### config.mk
export PLATFORM = sky130hd
export DESIGN_NAME = alarm_trigger
export DESIGN_NICKNAME = d
export VERILOG_FILES = /design/src/rtl/alarm_trigger.sv
export SDC_FILE = /design/constraint.sdc
export NUM_CORES = 1
export LEC_CHECK = 0
export BUFFER_PORTS_ARGS = -buffer_cell sky130_fd_sc_hd__buf_2
export CAP_MARGIN = 15
export CORE_MARGIN = 10
export CORE_UTILIZATION = 53
export CTS_CLUSTER_DIAMETER = 120
export CTS_CLUSTER_SIZE = 30
export DETAILED_ROUTE_END_ITERATION = 16
export GPL_TIMING_DRIVEN = 0
export HOLD_SLACK_MARGIN = 0.12
export PLACE_DENSITY = 0.78
export SLEW_MARGIN = 20
export SYNTH_ARGS = -nofsm -noshare
export SYNTH_HDL_FRONTEND = slang
export SYNTH_SLANG_ARGS = --single-unit
### constraint.sdc
create_clock -name i_Clk_5MHz -period 4 [get_ports i_Clk_5MHz]
set_input_delay 0.6 -clock i_Clk_5MHz [delete_from_list [all_inputs] [get_ports i_Clk_5MHz]]
set_output_delay 0.6 -clock i_Clk_5MHz [all_outputs]
set_load 0.005 [all_outputs]
### src/rtl/alarm_trigger.sv
// Alarm sequencing: arm, ring, snooze (with midnight wrap), stop and auto-timeout; drives buzzer pattern.
// State | meaning: IDLE disabled | ARMED waiting for alarm | RINGING buzzer on | SNOOZE waiting for snooze target
module alarm_trigger #(
    parameter int MAX_COUNT         = 8640000,
    parameter int SNOOZE_HUNDREDTHS = 54000,
    parameter int RING_TIMEOUT      = 6000,
    parameter int MAX_SNOOZES       = 3,
    parameter int BEEP_HALF_PERIOD  = 2500000
) (
    input  logic        i_Clk_5MHz,
    input  logic        i_Reset,
    input  logic [23:0] i_Time_Stamp,
    input  logic [23:0] i_Alarm_Time_Stamp,
    input  logic        i_Alarm_Enable,
    input  logic        i_Snooze,
    input  logic        i_Stop,
    output logic        o_Alarm_Active,
    output logic        o_Buzzer,
    output logic        o_Snoozing,
    output logic [3:0]  o_Snooze_Count,
    output logic [1:0]  o_State
);

    typedef enum logic [1:0] {
        IDLE    = 2'd0,
        ARMED   = 2'd1,
        RINGING = 2'd2,
        SNOOZE  = 2'd3
    } state_t;

    localparam int RW = $clog2(RING_TIMEOUT + 1);
    localparam int BW = $clog2(BEEP_HALF_PERIOD + 1);
    localparam logic [RW-1:0] RING_LOAD    = RW'(RING_TIMEOUT);
    localparam logic [BW-1:0] BEEP_LOAD    = BW'(BEEP_HALF_PERIOD - 1);
    localparam logic [24:0]   SNOOZE_ADD   = 25'(SNOOZE_HUNDREDTHS);
    localparam logic [24:0]   DAY_MOD      = 25'(MAX_COUNT);
    localparam logic [3:0]    SNOOZE_LIMIT = 4'(MAX_SNOOZES);

    state_t          state_q, state_d;
    logic [3:0]      count_q, count_d;
    logic [23:0]     target_q, target_d;
    logic [23:0]     prev_stamp_q;
    logic            alarm_eq_q, snooze_eq_q;
    logic [RW-1:0]   ring_q, ring_d;
    logic [BW-1:0]   beep_q, beep_d;
    logic            buzz_q, buzz_d;
    logic            active_q, snoozing_q;

    logic            alarm_eq, snooze_eq, alarm_match, snooze_match;
    logic            stamp_tick, ring_timeout, enter_ring;
    logic [24:0]     snooze_sum;

    assign alarm_eq     = (i_Alarm_Time_Stamp == i_Time_Stamp);
    assign snooze_eq    = (target_q == i_Time_Stamp);
    assign alarm_match  = alarm_eq & ~alarm_eq_q;
    assign snooze_match = snooze_eq & ~snooze_eq_q;
    assign stamp_tick   = (i_Time_Stamp != prev_stamp_q);
    assign ring_timeout = (ring_q == '0);
    assign snooze_sum   = {1'b0, i_Time_Stamp} + SNOOZE_ADD;

    always_comb begin
        state_d    = state_q;
        count_d    = count_q;
        target_d   = target_q;
        enter_ring = 1'b0;
        if (!i_Alarm_Enable) begin
            state_d  = IDLE;
            count_d  = '0;
            target_d = '0;
        end else begin
            case (state_q)
                IDLE: state_d = ARMED;
                ARMED: begin
                    if (alarm_match) begin
                        state_d    = RINGING;
                        enter_ring = 1'b1;
                    end
                end
                RINGING: begin
                    if (i_Stop || ring_timeout) begin
                        state_d = ARMED;
                        count_d = '0;
                    end else if (i_Snooze && (count_q < SNOOZE_LIMIT)) begin
                        state_d  = SNOOZE;
                        count_d  = count_q + 4'd1;
                        target_d = (snooze_sum >= DAY_MOD) ? 24'(snooze_sum - DAY_MOD)
                                                           : 24'(snooze_sum);
                    end
                end
                SNOOZE: begin
                    if (i_Stop) begin
                        state_d = ARMED;
                        count_d = '0;
                    end else if (snooze_match) begin
                        state_d    = RINGING;
                        enter_ring = 1'b1;
                    end
                end
                default: state_d = IDLE;
            endcase
        end
    end

    // Ring timer and beep timer are down-counters, live only while ringing.
    always_comb begin
        ring_d = '0;
        beep_d = '0;
        buzz_d = 1'b0;
        if (enter_ring) begin
            ring_d = RING_LOAD;
            beep_d = BEEP_LOAD;
            buzz_d = 1'b1;
        end else if (state_d == RINGING) begin
            ring_d = (stamp_tick && !ring_timeout) ? ring_q - 1'b1 : ring_q;
            if (beep_q == '0) begin
                beep_d = BEEP_LOAD;
                buzz_d = ~buzz_q;
            end else begin
                beep_d = beep_q - 1'b1;
                buzz_d = buzz_q;
            end
        end
    end

    always_ff @(posedge i_Clk_5MHz) begin
        if (i_Reset) begin
            state_q      <= IDLE;
            count_q      <= '0;
            target_q     <= '0;
            prev_stamp_q <= '0;
            alarm_eq_q   <= 1'b0;
            snooze_eq_q  <= 1'b0;
            ring_q       <= '0;
            beep_q       <= '0;
            buzz_q       <= 1'b0;
            active_q     <= 1'b0;
            snoozing_q   <= 1'b0;
        end else begin
            state_q      <= state_d;
            count_q      <= count_d;
            target_q     <= target_d;
            prev_stamp_q <= i_Time_Stamp;
            alarm_eq_q   <= alarm_eq;
            snooze_eq_q  <= snooze_eq;
            ring_q       <= ring_d;
            beep_q       <= beep_d;
            buzz_q       <= buzz_d;
            active_q     <= (state_d == RINGING);
            snoozing_q   <= (state_d == SNOOZE);
        end
    end

    assign o_State        = state_q;
    assign o_Snooze_Count = count_q;
    assign o_Buzzer       = buzz_q;
    assign o_Alarm_Active = active_q;
    assign o_Snoozing     = snoozing_q;

endmodule

---- Word level (Yosys, flattened, before mapping) ----
Index checks and enable logic that the tools add are counted.
word-level totals
  bits in registers ....................... 94
cells by class
  eq/ne operators ......................... 12
  reduce and logical (&&, ||, !) cells .... 13
  add/subtract/negate cells ............... 5
  bitwise logic cells ..................... 8
  multiplexer cells ....................... 26
  $lt $le $gt $ge ......................... 2
operators with widths
  kind                    number
  $mux 22                 3
  $eq 24x24->1            2
  $mux 13                 3
  $add 24x16->25 const B  1
  $ge 25x24->1 const B    1
  $mux 24                 1
  $ne 24x24->1            1
  $sub 24x24->24 const B  1
  $logic_not 22->1        1
  $sub 22x1->22 const B   1
  $logic_not 13->1        1
  $sub 13x1->13 const B   1
  $mux 2                  6
  $mux 4                  3
  $eq 2x2->1 const B      4
  $pmux 2 s4              1
  $pmux 4 s2              1
  $mux 1                  7
  $ne 3x2->1 const B      2
  $not 1->1               6
  $reduce_and 3->1        2
  $add 4x1->4 const B     1
  $lt 4x2->1 const B      1
  $reduce_or 4->1         1
  12 further kinds        14

---- Logic depth before layout (Yosys ltp) ----
Gate-level depths: netlist of run 1.
  word-level depth ........................ 9
  gate-level depth with buffers ........... 16

---- Worst setup path before layout of run 1 ----
OpenSTA, ideal clock, no wires.
  kind .................................... input to register
  from .................................... input port i_Time_Stamp[5]
  to ...................................... register target_q[21]
  arrival time ............................ 3.762 ns
  stages .................................. 16
  setup time .............................. 0.060 ns
  data required time ...................... 3.940 ns
  setup slack ............................. 0.178 ns
  path through ............................ clkbuf_1 -> inv_1 -> ha_1 -> or3b_4 -> a21oi_1 -> xnor2_1 -> ha_1 -> and4b_1 -> mux2i_1 -> nand4_1 -> o311a_1 -> o2111ai_2 -> a21oi_4 -> nor2_1 -> a2111oi_0 -> a311o_1
on the way
  word-level cells in the longest chain between the ends .. 3
  elaborated cells on any way between the ends .. 4
ends and longest elaborated chain
  item                                            RTL line  RTL
  from (decl)                                     12        input logic [23:0] i_Time_Stamp,
  $add 24x16->25 (*)                              59        assign snooze_sum = {1'b0, i_Time_Stamp} + SNOOZE_ADD;
  $sub 24x24->24 or $ge 25x24->1 (tied branches)  86        target_d = (snooze_sum >= DAY_MOD) ? 24'(snooze_sum - DAY_MOD)
  $mux 24 (*)                                     86
  to (signal assigned)                            141       target_q <= target_d;
  to (decl)                                       41        logic [23:0] target_q, target_d;
Mark *: on every way between the ends. The rest lies on a longest branch, timed or not.
A chain may end at the register's enable or synchronous reset.

---- Worst setup path after layout of run 1 ----
  from .................................... input port i_Time_Stamp[4]
  to ...................................... register target_q[16]
on the way
  word-level cells in the longest chain between the ends .. 3
  elaborated cells on any way between the ends .. 4
ends and longest elaborated chain
  item                                            RTL line  RTL
  $add 24x16->25 (*)                              59
  via snooze_sum[4]                               51        logic [24:0] snooze_sum;
  $sub 24x24->24 or $ge 25x24->1 (tied branches)  86
  $mux 24 (*)                                     86
The timed path passes the listed nets; every way through them passes the cells marked *.

==> flow_metrics.py, run 1 <==
metrics = {
    "outcome": {
        "status": "complete, no violations",
    },
    "worst_setup_path": {
        "cp.arrival_ns": 4.08,
        "cp_slowest_stage_delay_ns": 0.42,
        "cp_slowest_cell": "or3b_4",
        "critPathLaunchType": "input pin",
        "cp_max_fo": 8,
        "endpoint_kind": "flip-flop",
        "path_class": "in2reg",
        "path_cells": "buf_2 -> buf_6 -> inv_1 -> ha_2 -> or3b_4 -> a21oi_1 -> xnor2_1 -> ha_2 -> and4b_1 -> nor3_1 -> nand4_1 -> o311a_1 -> o2111ai_2 -> a21oi_4 -> buf_4 -> nor3_1 -> xnor2_1 -> a21oi_1",
        "crit_family": "simple AND/OR/NAND/NOR gates",
        "cp_data_required_time_ns": 4.24,
        "crit_buf_inv": 4,
    },
    "drt": {
        "wl_met2_um": 6917,
        "wl_per_cell_um": 17.33,
        "ant_nets": 0,
        "viasPerCell": 5.816,
        "via_count": 4967,
        "drc": 0,
        "wirelength_um": 14800,
        "top_layer": "met4",
        "dr.pass1.iters": 5,
        "drtIter0Drc": 453,
        "drt-met1-wl_um": 6445,
        "wl_met3_um": 1027,
    },
    "cts": {
        "htree_levels": 3,
        "path_clk_slew_ns": 0.10,
        "clkLatencyLatePin_ns": 0.38,
        "numCtsBuffers": 9,
        "cts_root_buf": "clkbuf_8",
        "cts_tree": "done",
        "clock-sinks": 94,
        "clk_path_buf_depth": 2,
    },
    "timing": {
        "setup_viol": 0,
        "slew_headroom_pct": 23.12,
        "finalCritPeriodShare_pct": 95.92,
        "fin_skew_ns": 0.01626,
        "rsz0062_at_grt": "no",
        "finalHoldViolCount": 0,
        "period_needed_ns": 3.837,
        "maxSlewViolCount": 0,
        "setup_ws_ns": 0.1631,
        "worst_pin_slew_ns": 1.143,
        "max_freq_ghz": 0.2606,
    },
    "min_path": {
        "hp-class": "reg2reg",
    },
    "cells_and_area": {
        "drive_gt1_share_pct": 12.81,
        "antenna_cells": 0,
        "syn_to_final_growth_pct": 11.91,
        "nets": 773,
    },
    "global_route": {
        "grt-ovfl-total": 0,
        "first_global_vias": 4822,
        "grt_start_max_net_pins": 19,
        "grt_usage_pct": 19.81,
        "grt_pass1_wl_um": 23720,
        "antenna_found_initial": 0,
    },
    "placed_design": {
        "place_congestion": 0.9077,
        "post-dp-hpwl_um": 11070,
        "io_buffers": 42,
        "preCtsSetupSlack_ns": -0.3820,
    },
    "synthesis": {
        "syn_avg_cell_area_um2": 8.334,
        "synth.most_common_cell": "xnor2_1",
        "synth_seq_area_share_pct": 34.37,
        "yosys_register_bits": 94,
        "netlist_area_um2": 5475,
        "synth_async_sr_flop_share_pct": 0,
        "post-synth-top-area-cell": "dfxtp_1",
        "syn_nets": 717,
        "netlist_instances": 657,
        "synthFlopType": "dfxtp_1",
        "synthDistinctLibCells": 64,
        "synth_edf_count": 0,
        "synth_top_area_share_pct": 34.37,
        "yosys_warnings": 0,
        "synthTopCellsByCount": "xnor2_1, dfxtp_1, nand2_1",
        "synth.area.top_cells": "dfxtp_1, xnor2_1, nand2_1",
    },
    "power": {
        "powerDensity_nw_per_um2": 324.7,
        "power_w": 0.001990,
        "irDropWorstVdd_mv": 0.1583,
        "p_leak_nw": 2.283,
    },
    "floorplanning": {
        "initial_core_util_pct": 53.76,
        "die-area_um2": 14800,
        "rows": 37,
        "die_x_um": 121.6,
        "die_height_um": 121.6,
        "design.core.area_um2": 10180,
        "io_pins": 62,
    },
    "job": {
        "cap_violations": 0,
    },
}
path summary, 6_finish.rpt:
path,startpoint,endpoint,slack [ns],cells past startpoint
setup reg to reg,o_Snooze_Count[0],target_q[1],0.86,7
setup / recovery,i_Time_Stamp[4],target_q[16],0.16,18
hold reg to reg,target_q[11],target_q[11],0.47,2
hold / removal,target_q[11],target_q[11],0.47,2
power by group:
part	internal [W]	switching [W]
clock	0.000367	0.000377
combinational	0.000122	0.000167
sequential	0.000949	0.00000693
total	0.00144	0.000551
state kept, by name, indices dropped and copies added (netlist names), 2 cells and up:
name,cells
target_q,24
beep_q,22
ring_q,13
o_State,2
prev_stamp_q,24
o_Snooze_Count,4
worst reg2reg max path, delay by kind of cell (launching register included):
family,cells,cell delay [ns]
buffers and inverters,2,1.00
AOI/OAI and AO/OA,1,0.15
DFF,1,0.36
and+or+nand+nor,3,1.34
adders and majority gates,1,0.21
timing repair:
| item | 4_1_cts | 5_1_grt |
|---|---|---|
| hold endpoints to repair | 0 | 0 |
| hold buffers | 0 | 0 |
| setup endpoints to repair | 2 | 19 |
| buffers inserted | 2 | 1 |
| gates resized for setup | 0 | 6 |
| pin swaps | 1 | 1 |
through the flow:
step | instances | utilization (%) | instance area, µm² | TNS, ns | hold WS (ns)
2_1_floorplan | 657 | - | 5475 | 0 | 0.4422
3_3_place_gp | 835 | 57.49 | 5856 | -2.163 | 0.4510
3_5_place_dp | 835 | 57.49 | 5856 | -3.925 | 0.4596
4_1_cts | 853 | 59.98 | 6108 | 0 | 0.4736
5_1_grt | 854 | 60.16 | 6127 | 0 | 0.5020
6_report | 854 | 60.16 | 6127 | 0 | 0.4748
cells in the final DEF, fill, tap and decap left out, drive strengths merged, types with 3 or more instances in the layout:
| cell | instances |
|---|---|
| xnor2 | 105 |
| dfxtp | 94 |
| nand2 | 59 |
| buf | 55 |
| nor2 | 53 |
| clkbuf | 45 |
| o21ai | 28 |
| nor2b | 27 |
| nor3 | 25 |
| nand4 | 24 |
| nand3 | 21 |
| a21oi | 21 |
| inv | 18 |
| xor2 | 17 |
| nor4 | 16 |
| and3 | 12 |
| a211oi | 7 |
| ha | 7 |
| or3 | 5 |
| o211ai | 5 |
| or2 | 5 |
| nand2b | 4 |
| o31a | 4 |
| a32oi | 4 |
| mux2i | 4 |
| and2 | 3 |
| a31oi | 3 |
| or4 | 3 |
per-layer routing:
layer  GRT usage, %  vias up
met1          24.26     2346
met5              0        -
met4          8.271        0
met2          32.68      199
li1               -     2383
met3          4.718       39
logic make-up (layout without fill, tap and decap cells):
family	after synthesis	after routing	share of synthesized area, %
AO/OA/AOI/OAI	95	95	12.41
XOR/XNOR	122	122	19.86
adder cells (fa/ha/maj)	7	7	1.600
buffers and inverters	61	122	4.570
flip-flops	94	94	34.37
multiplexers	6	6	1.143
AND/OR/NAND/NOR	272	272	26.05
cell type report:
cell class / instances / area (µm²)
clock buffers: 9 / 123.9
clock inverters: 7 / 113.9
well taps: 136 / 170.2
repair buffers: 45 / 232.7
inverters: 15 / 56.30
flip-flops and latches: 94 / 1882
fillers: 900 / 4058
plain buffers: 46 / 195.2
multi-input cells: 502 / 3353
Power figures use the tool's default switching activity.
==> run 2, diff against run 1 <==
--- a/config.mk
+++ b/config.mk
@@ -8,13 +8,14 @@
 export BUFFER_PORTS_ARGS = -buffer_cell sky130_fd_sc_hd__buf_2
 export CAP_MARGIN = 15
 export CORE_MARGIN = 10
-export CORE_UTILIZATION = 53
+export CORE_UTILIZATION = 55
+export CTS_BUF_LIST = sky130_fd_sc_hd__clkbuf_8
 export CTS_CLUSTER_DIAMETER = 120
 export CTS_CLUSTER_SIZE = 30
 export DETAILED_ROUTE_END_ITERATION = 16
 export GPL_TIMING_DRIVEN = 0
 export HOLD_SLACK_MARGIN = 0.12
-export PLACE_DENSITY = 0.78
+export PLACE_DENSITY = 0.81
 export SLEW_MARGIN = 20
 export SYNTH_ARGS = -nofsm -noshare
 export SYNTH_HDL_FRONTEND = slang
==> run 2 against run 1 <==
Net effect: clock skew shrank 0.0072 ns; sequential share of layout area grew 0.19 points; sequential power is essentially flat; non-clock buffer count is the same; largest cell class unchanged; critical path depth shrank 1.
==> flow_metrics.py, run 2 (same netlist as run 1, synthesis figures left out) <==
metrics = {
    "drt": {
        "top_layer": "met4",
        "drt-met1-wl_um": 6250,
        "drtIter0Drc": 439,
        "viasPerCell": 5.864,
        "via_count": 4990,
        "drc": 0,
        "dr.pass1.iters": 5,
        "wl_met2_um": 6826,
        "wl_met3_um": 1193,
        "wirelength_um": 14730,
        "ant_nets": 0,
        "wl_per_cell_um": 17.30,
    },
    "cells_and_area": {
        "antenna_cells": 0,
        "drive_gt1_share_pct": 12.53,
        "final_cell_mix": "xnor2_1, dfxtp_1, nand2_1",
        "fin_cells": 851,
        "post-route-util_pct": 62.59,
        "final_common_cell": "xnor2_1",
        "syn_to_final_growth_pct": 11.22,
        "top_regs": "prev_stamp_q: 24 flops, target_q: 24 flops, beep_q: 22 flops",
        "nets": 773,
    },
    "cts": {
        "path_clk_slew_ns": 0.09,
        "cts_tree": "done",
        "clk_path_buf_depth": 2,
        "clkLatencyLatePin_ns": 0.38,
        "numCtsBuffers": 9,
        "htree_levels": 3,
        "clock-sinks": 94,
        "cts_root_buf": "clkbuf_8",
    },
    "power": {
        "p_leak_nw": 2.267,
        "powerDensity_nw_per_um2": 310.5,
        "irDropWorstVdd_mv": 0.1598,
    },
    "timing": {
        "fin_skew_ns": 0.009010,
        "finalCritPeriodShare_pct": 97.38,
        "setup_viol": 0,
        "slew_headroom_pct": 35.15,
        "worst_pin_slew_ns": 0.9639,
        "period_needed_ns": 3.895,
        "tns_ns": 0,
        "max_freq_ghz": 0.2567,
        "finalHoldViolCount": 0,
        "rsz0062_at_grt": "yes",
        "maxSlewViolCount": 0,
        "setup_ws_ns": 0.1048,
    },
    "min_path": {
        "hp-class": "reg2reg",
    },
    "job": {
        "cap_violations": 0,
    },
    "worst_setup_path": {
        "cp.arrival_ns": 4.14,
        "critPathLaunchType": "input pin",
        "cp_data_required_time_ns": 4.25,
        "endpoint_kind": "flip-flop",
        "cp_max_fo": 7,
        "path_class": "in2reg",
    },
    "floorplanning": {
        "die_height_um": 119.8,
        "die-area_um2": 14350,
        "die_x_um": 119.8,
        "design.core.area_um2": 9729,
        "initial_core_util_pct": 56.28,
        "io_pins": 62,
        "rows": 36,
    },
    "placed_design": {
        "io_buffers": 42,
        "preCtsSetupSlack_ns": -0.4094,
        "dpl.cell_count": 832,
        "post-dp-hpwl_um": 11220,
        "place_congestion": 0.9246,
    },
    "global_route": {
        "grt_pass1_wl_um": 23850,
        "antenna_found_initial": 0,
        "grt-ovfl-total": 0,
        "grt_usage_pct": 20.16,
        "grt_start_max_net_pins": 17,
        "first_global_vias": 4856,
    },
    "outcome": {
        "status": "complete, no violations",
    },
}
-- run 2: final timing paths --
check,start,end,slack [ns],cells after the start
worst max-delay path,i_Time_Stamp[5],target_q[11],0.10,17
worst min register to register,target_q[8],target_q[8],0.47,2
worst max register to register,target_q[18],beep_q[11],0.84,10
worst min-delay path,target_q[8],target_q[8],0.47,2
-- run 2: metrics by stage --
| stage | cell area, µm² | power [W] | hold slack [ns] |
|---|---|---|---|
| 2_1_floorplan | 5475 | 0.001179 | 0.4422 |
| 3_3_place_gp | 5852 | 0.001245 | 0.4515 |
| 3_5_place_dp | 5852 | 0.001255 | 0.4595 |
| 4_1_cts | 6076 | 0.001891 | 0.4724 |
| 5_1_grt | 6090 | 0.001957 | 0.4953 |
| 6_report | 6090 | 0.001891 | 0.4723 |
-- run 2: worst max-delay path: stages --
cell,delay (ns)
clkbuf_1,0.25
inv_2,0.15
ha_1,0.23
or3b_4,0.43
a21oi_1,0.23
xnor2_1,0.18
ha_2,0.29
and4b_1,0.21
nor3_1,0.15
nand4_1,0.16
o311a_1,0.18
o2111ai_2,0.28
a21oi_4,0.14
buf_12,0.16
o21a_1,0.15
o21ai_0,0.24
a21oi_1,0.10
-- run 2: power by group --
group / switching, W / internal [W]
clock network: 0.000355 / 0.000290
registers: 0.00000648 / 0.000948
logic: 0.000168 / 0.000123
total: 0.000529 / 0.00136
-- run 2: routing by layer --
| layer | vias to the layer above | global-route usage [%] |
|---|---|---|
| met5 | - | 0 |
| met4 | 0 | 8.748 |
| met3 | 39 | 5.579 |
| met2 | 218 | 33.15 |
| met1 | 2340 | 24.17 |
| li1 | 2393 | - |
-- run 2: final cells by class --
class | instances | area (µm²)
Sequential cell | 94 | 1882
Timing Repair Buffer | 45 | 245.2
Fill cell | 846 | 3640
Buffer | 46 | 193.9
Multi-Input combinational cell | 502 | 3352
Clock inverter | 7 | 70.07
Inverter | 15 | 56.30
Tap cell | 133 | 166.4
Clock buffer | 9 | 123.9
-- run 2: what timing repair did --
action,4_1_cts,5_1_grt
endpoints found under the setup margin,3,24
buffers inserted,2,1
hold buffers,0,0
gates cloned,0,0
endpoints found under the hold margin,0,0
gates resized for setup,1,2
pin swaps,1,1
==> run 3, diff against run 2 <==
--- a/config.mk
+++ b/config.mk
@@ -5,14 +5,14 @@
 export SDC_FILE = /design/constraint.sdc
 export NUM_CORES = 1
 export LEC_CHECK = 0
-export BUFFER_PORTS_ARGS = -buffer_cell sky130_fd_sc_hd__buf_2
 export CAP_MARGIN = 15
-export CORE_MARGIN = 10
-export CORE_UTILIZATION = 55
+export CORE_MARGIN = 2
+export CORE_UTILIZATION = 60
 export CTS_BUF_LIST = sky130_fd_sc_hd__clkbuf_8
 export CTS_CLUSTER_DIAMETER = 120
 export CTS_CLUSTER_SIZE = 30
 export DETAILED_ROUTE_END_ITERATION = 16
+export DONT_BUFFER_PORTS = 1
 export GPL_TIMING_DRIVEN = 0
 export HOLD_SLACK_MARGIN = 0.12
 export PLACE_DENSITY = 0.81
==> run 3 against run 2 <==
Net effect: die area fell by 31%; clock power fell by 5.0%; register-to-register slack got worse by 0.02 ns; sequential cell count did not move; design area fell by 3.8%; critical endpoint is now target_q[21]; largest cell class unchanged.
==> flow_metrics.py, run 3 (same netlist as run 1, synthesis figures left out) <==
metrics = {
    "min_path": {
        "hp-class": "reg2reg",
        "whs_path_depth": 2,
        "hold_end": "beep_q[11]",
        "min_from": "beep_q[11]",
    },
    "worst_setup_path": {
        "crit_buf_inv": 4,
        "r2r_slack_ns": 0.82,
        "cp_max_fo": 7,
        "reg2reg_depth": 10,
        "reg2reg_from": "target_q[18]",
        "cp_slowest_stage_delay_ns": 0.48,
        "endpoint_kind": "flip-flop",
        "r2r_end": "beep_q[11]",
        "cp_slowest_cell": "a2111oi_0",
        "crit_family": "compound AO/OA/AOI/OAI gates",
        "critPathLaunchType": "input pin",
        "cp_data_required_time_ns": 4.32,
        "cp.arrival_ns": 4.10,
        "path_cells": "clkbuf_2 -> inv_1 -> ha_4 -> or3b_4 -> a21oi_1 -> xnor2_1 -> ha_2 -> and4b_1 -> nor3_1 -> nand4_1 -> buf_4 -> buf_4 -> a21oi_1 -> nor2_1 -> a2111oi_0 -> a311o_1",
        "path_class": "in2reg",
    },
    "power": {
        "powerDensity_nw_per_um2": 314.2,
        "power_switching_w": 0.0005359,
        "switching_share_pct": 29.11,
        "power_frac_clock_pct": 33.3,
        "p_int_w": 0.001305,
        "p_seq_share_pct": 51.9,
        "p_leak_nw": 2.097,
        "irDropWorstVdd_mv": 0.2316,
        "power.share.combinational_pct": 14.8,
    },
    "timing": {
        "worst_pin_slew_ns": 0.9811,
        "finalCritPeriodShare_pct": 94.52,
        "fin_skew_ns": 0.01177,
        "period_needed_ns": 3.781,
        "finalHoldViolCount": 0,
        "tns_ns": 0,
        "rsz0062_at_grt": "no",
        "max_freq_ghz": 0.2645,
        "slew_headroom_pct": 33.99,
        "holdWs_ns": 0.4727,
        "setup_viol": 0,
        "maxSlewViolCount": 0,
    },
    "drt": {
        "via_count": 4795,
        "wirelength_um": 13830,
        "drtIter0Drc": 406,
        "wl_per_cell_um": 17.57,
        "ant_nets": 0,
        "drc": 0,
        "viasPerCell": 6.093,
        "dr.pass1.iters": 7,
    },
    "cells_and_area": {
        "antenna_cells": 0,
        "final_common_cell": "xnor2_1",
        "drive_gt1_share_pct": 7.511,
        "fin_cells": 787,
        "top_regs": "prev_stamp_q: 24 flops, target_q: 24 flops, beep_q: 22 flops",
        "final_cell_mix": "xnor2_1, dfxtp_1, nand2_1",
        "syn_to_final_growth_pct": 7.016,
        "nets": 734,
        "post-route-util_pct": 66.54,
    },
    "placed_design": {
        "post-dp-hpwl_um": 10190,
        "io_buffers": 0,
        "dpl.cell_count": 765,
        "place_congestion": 0.9355,
    },
    "cts": {
        "clkLatencyLatePin_ns": 0.38,
        "path_clk_slew_ns": 0.10,
        "clk_path_buf_depth": 2,
        "clock-sinks": 94,
        "cts_tree": "done",
        "htree_levels": 3,
        "cts_root_buf": "clkbuf_8",
        "ctsHoldBuffers": 0,
        "numCtsBuffers": 9,
    },
    "outcome": {
        "status": "complete, no violations",
    },
    "global_route": {
        "first_global_vias": 4664,
        "grt_usage_pct": 28.17,
        "grt-ovfl-total": 0,
        "grt_start_max_net_pins": 19,
        "grt_pass1_wl_um": 22280,
        "antenna_found_initial": 0,
    },
    "floorplanning": {
        "initial_core_util_pct": 62.18,
        "die-area_um2": 9905,
        "rows": 34,
        "die_x_um": 99.53,
        "io_pins": 62,
        "design.core.area_um2": 8806,
        "die_height_um": 99.53,
    },
    "job": {
        "cap_violations": 0,
    },
}
-- run 3: changes by cell type in the layout (fill, tap and decap cells not counted), sizes merged --
| cell | change |
|---|---|
| bufinv | -1 |
| clkinv | -1 |
| inv | +2 |
| buf | -39 |
-- run 3: final cells by class --
type                            instances  area, µm²
Buffer                                 46      195.2
Clock buffer                            9      123.9
Clock inverter                          7      63.81
Fill cell                             716       2947
Inverter                               15      56.30
Multi-Input combinational cell        502       3358
Sequential cell                        94       1882
Tap cell                              108      135.1
Timing Repair Buffer                    6      45.04
-- run 3: worst max path at each step --
stage	start	end	slack, ns	depth (start not counted)
floorplan	i_Time_Stamp[5]	target_q[21]	0.18	16
finish	i_Time_Stamp[5]	target_q[21]	0.22	16
global route	i_Time_Stamp[5]	target_q[19]	0.02	17
CTS	i_Time_Stamp[5]	target_q[19]	0.04	17
detailed placement	i_Time_Stamp[5]	target_q[21]	-0.39	16
global placement	i_Time_Stamp[5]	target_q[21]	-0.34	16
-- run 3: power groups by stage --
| stage | clock, W | combinational (W) | sequential, W |
|---|---|---|---|
| floorplan | 0 | 0.000204 | 0.000976 |
| global placement | 0 | 0.000248 | 0.000977 |
| detailed placement | 0 | 0.000255 | 0.000977 |
| CTS | 0.000617 | 0.000260 | 0.000955 |
| global route | 0.000651 | 0.000293 | 0.000957 |
| finish | 0.000613 | 0.000272 | 0.000955 |
-- run 3: timing repair --
action / in CTS / in global routing
cloned: 0 / 0
setup buffers: 3 / 3
pin swaps: 1 / 1
endpoints found under the setup margin: 2 / 13
gates resized for setup: 1 / 4
-- run 3: worst reg2reg max path, cell delays in order, from the launching register on --
cell and delay, ns:
dfxtp_1 0.33, xnor2_1 0.20, nand4_1 0.19, nor4_1 0.57, a31oi_1 0.20, o31a_1 0.27, nor3_1 0.42, nand2_1 0.33
or2_1 0.30, buf_2 0.19, a21oi_1 0.12
-- run 3: metal layers --
metal,up-vias,global-route usage [%],share of wire [%]
li1,2303,-,-
met1,2274,36.26,43
met2,193,46.21,47
met3,25,7.098,8.3
met4,0,9.589,1.7
met5,-,0,0
-- run 3: stage by stage --
step / setup WS, ns / cell area, µm² / total power, W
global placement: -0.3404 / 5610 / 0.001225
finish: 0.2191 / 5859 / 0.001841
detailed placement: -0.3894 / 5610 / 0.001232
global route: 0.02317 / 5859 / 0.001901
CTS: 0.04384 / 5823 / 0.001832
floorplan: 0.1779 / 5475 / 0.001179
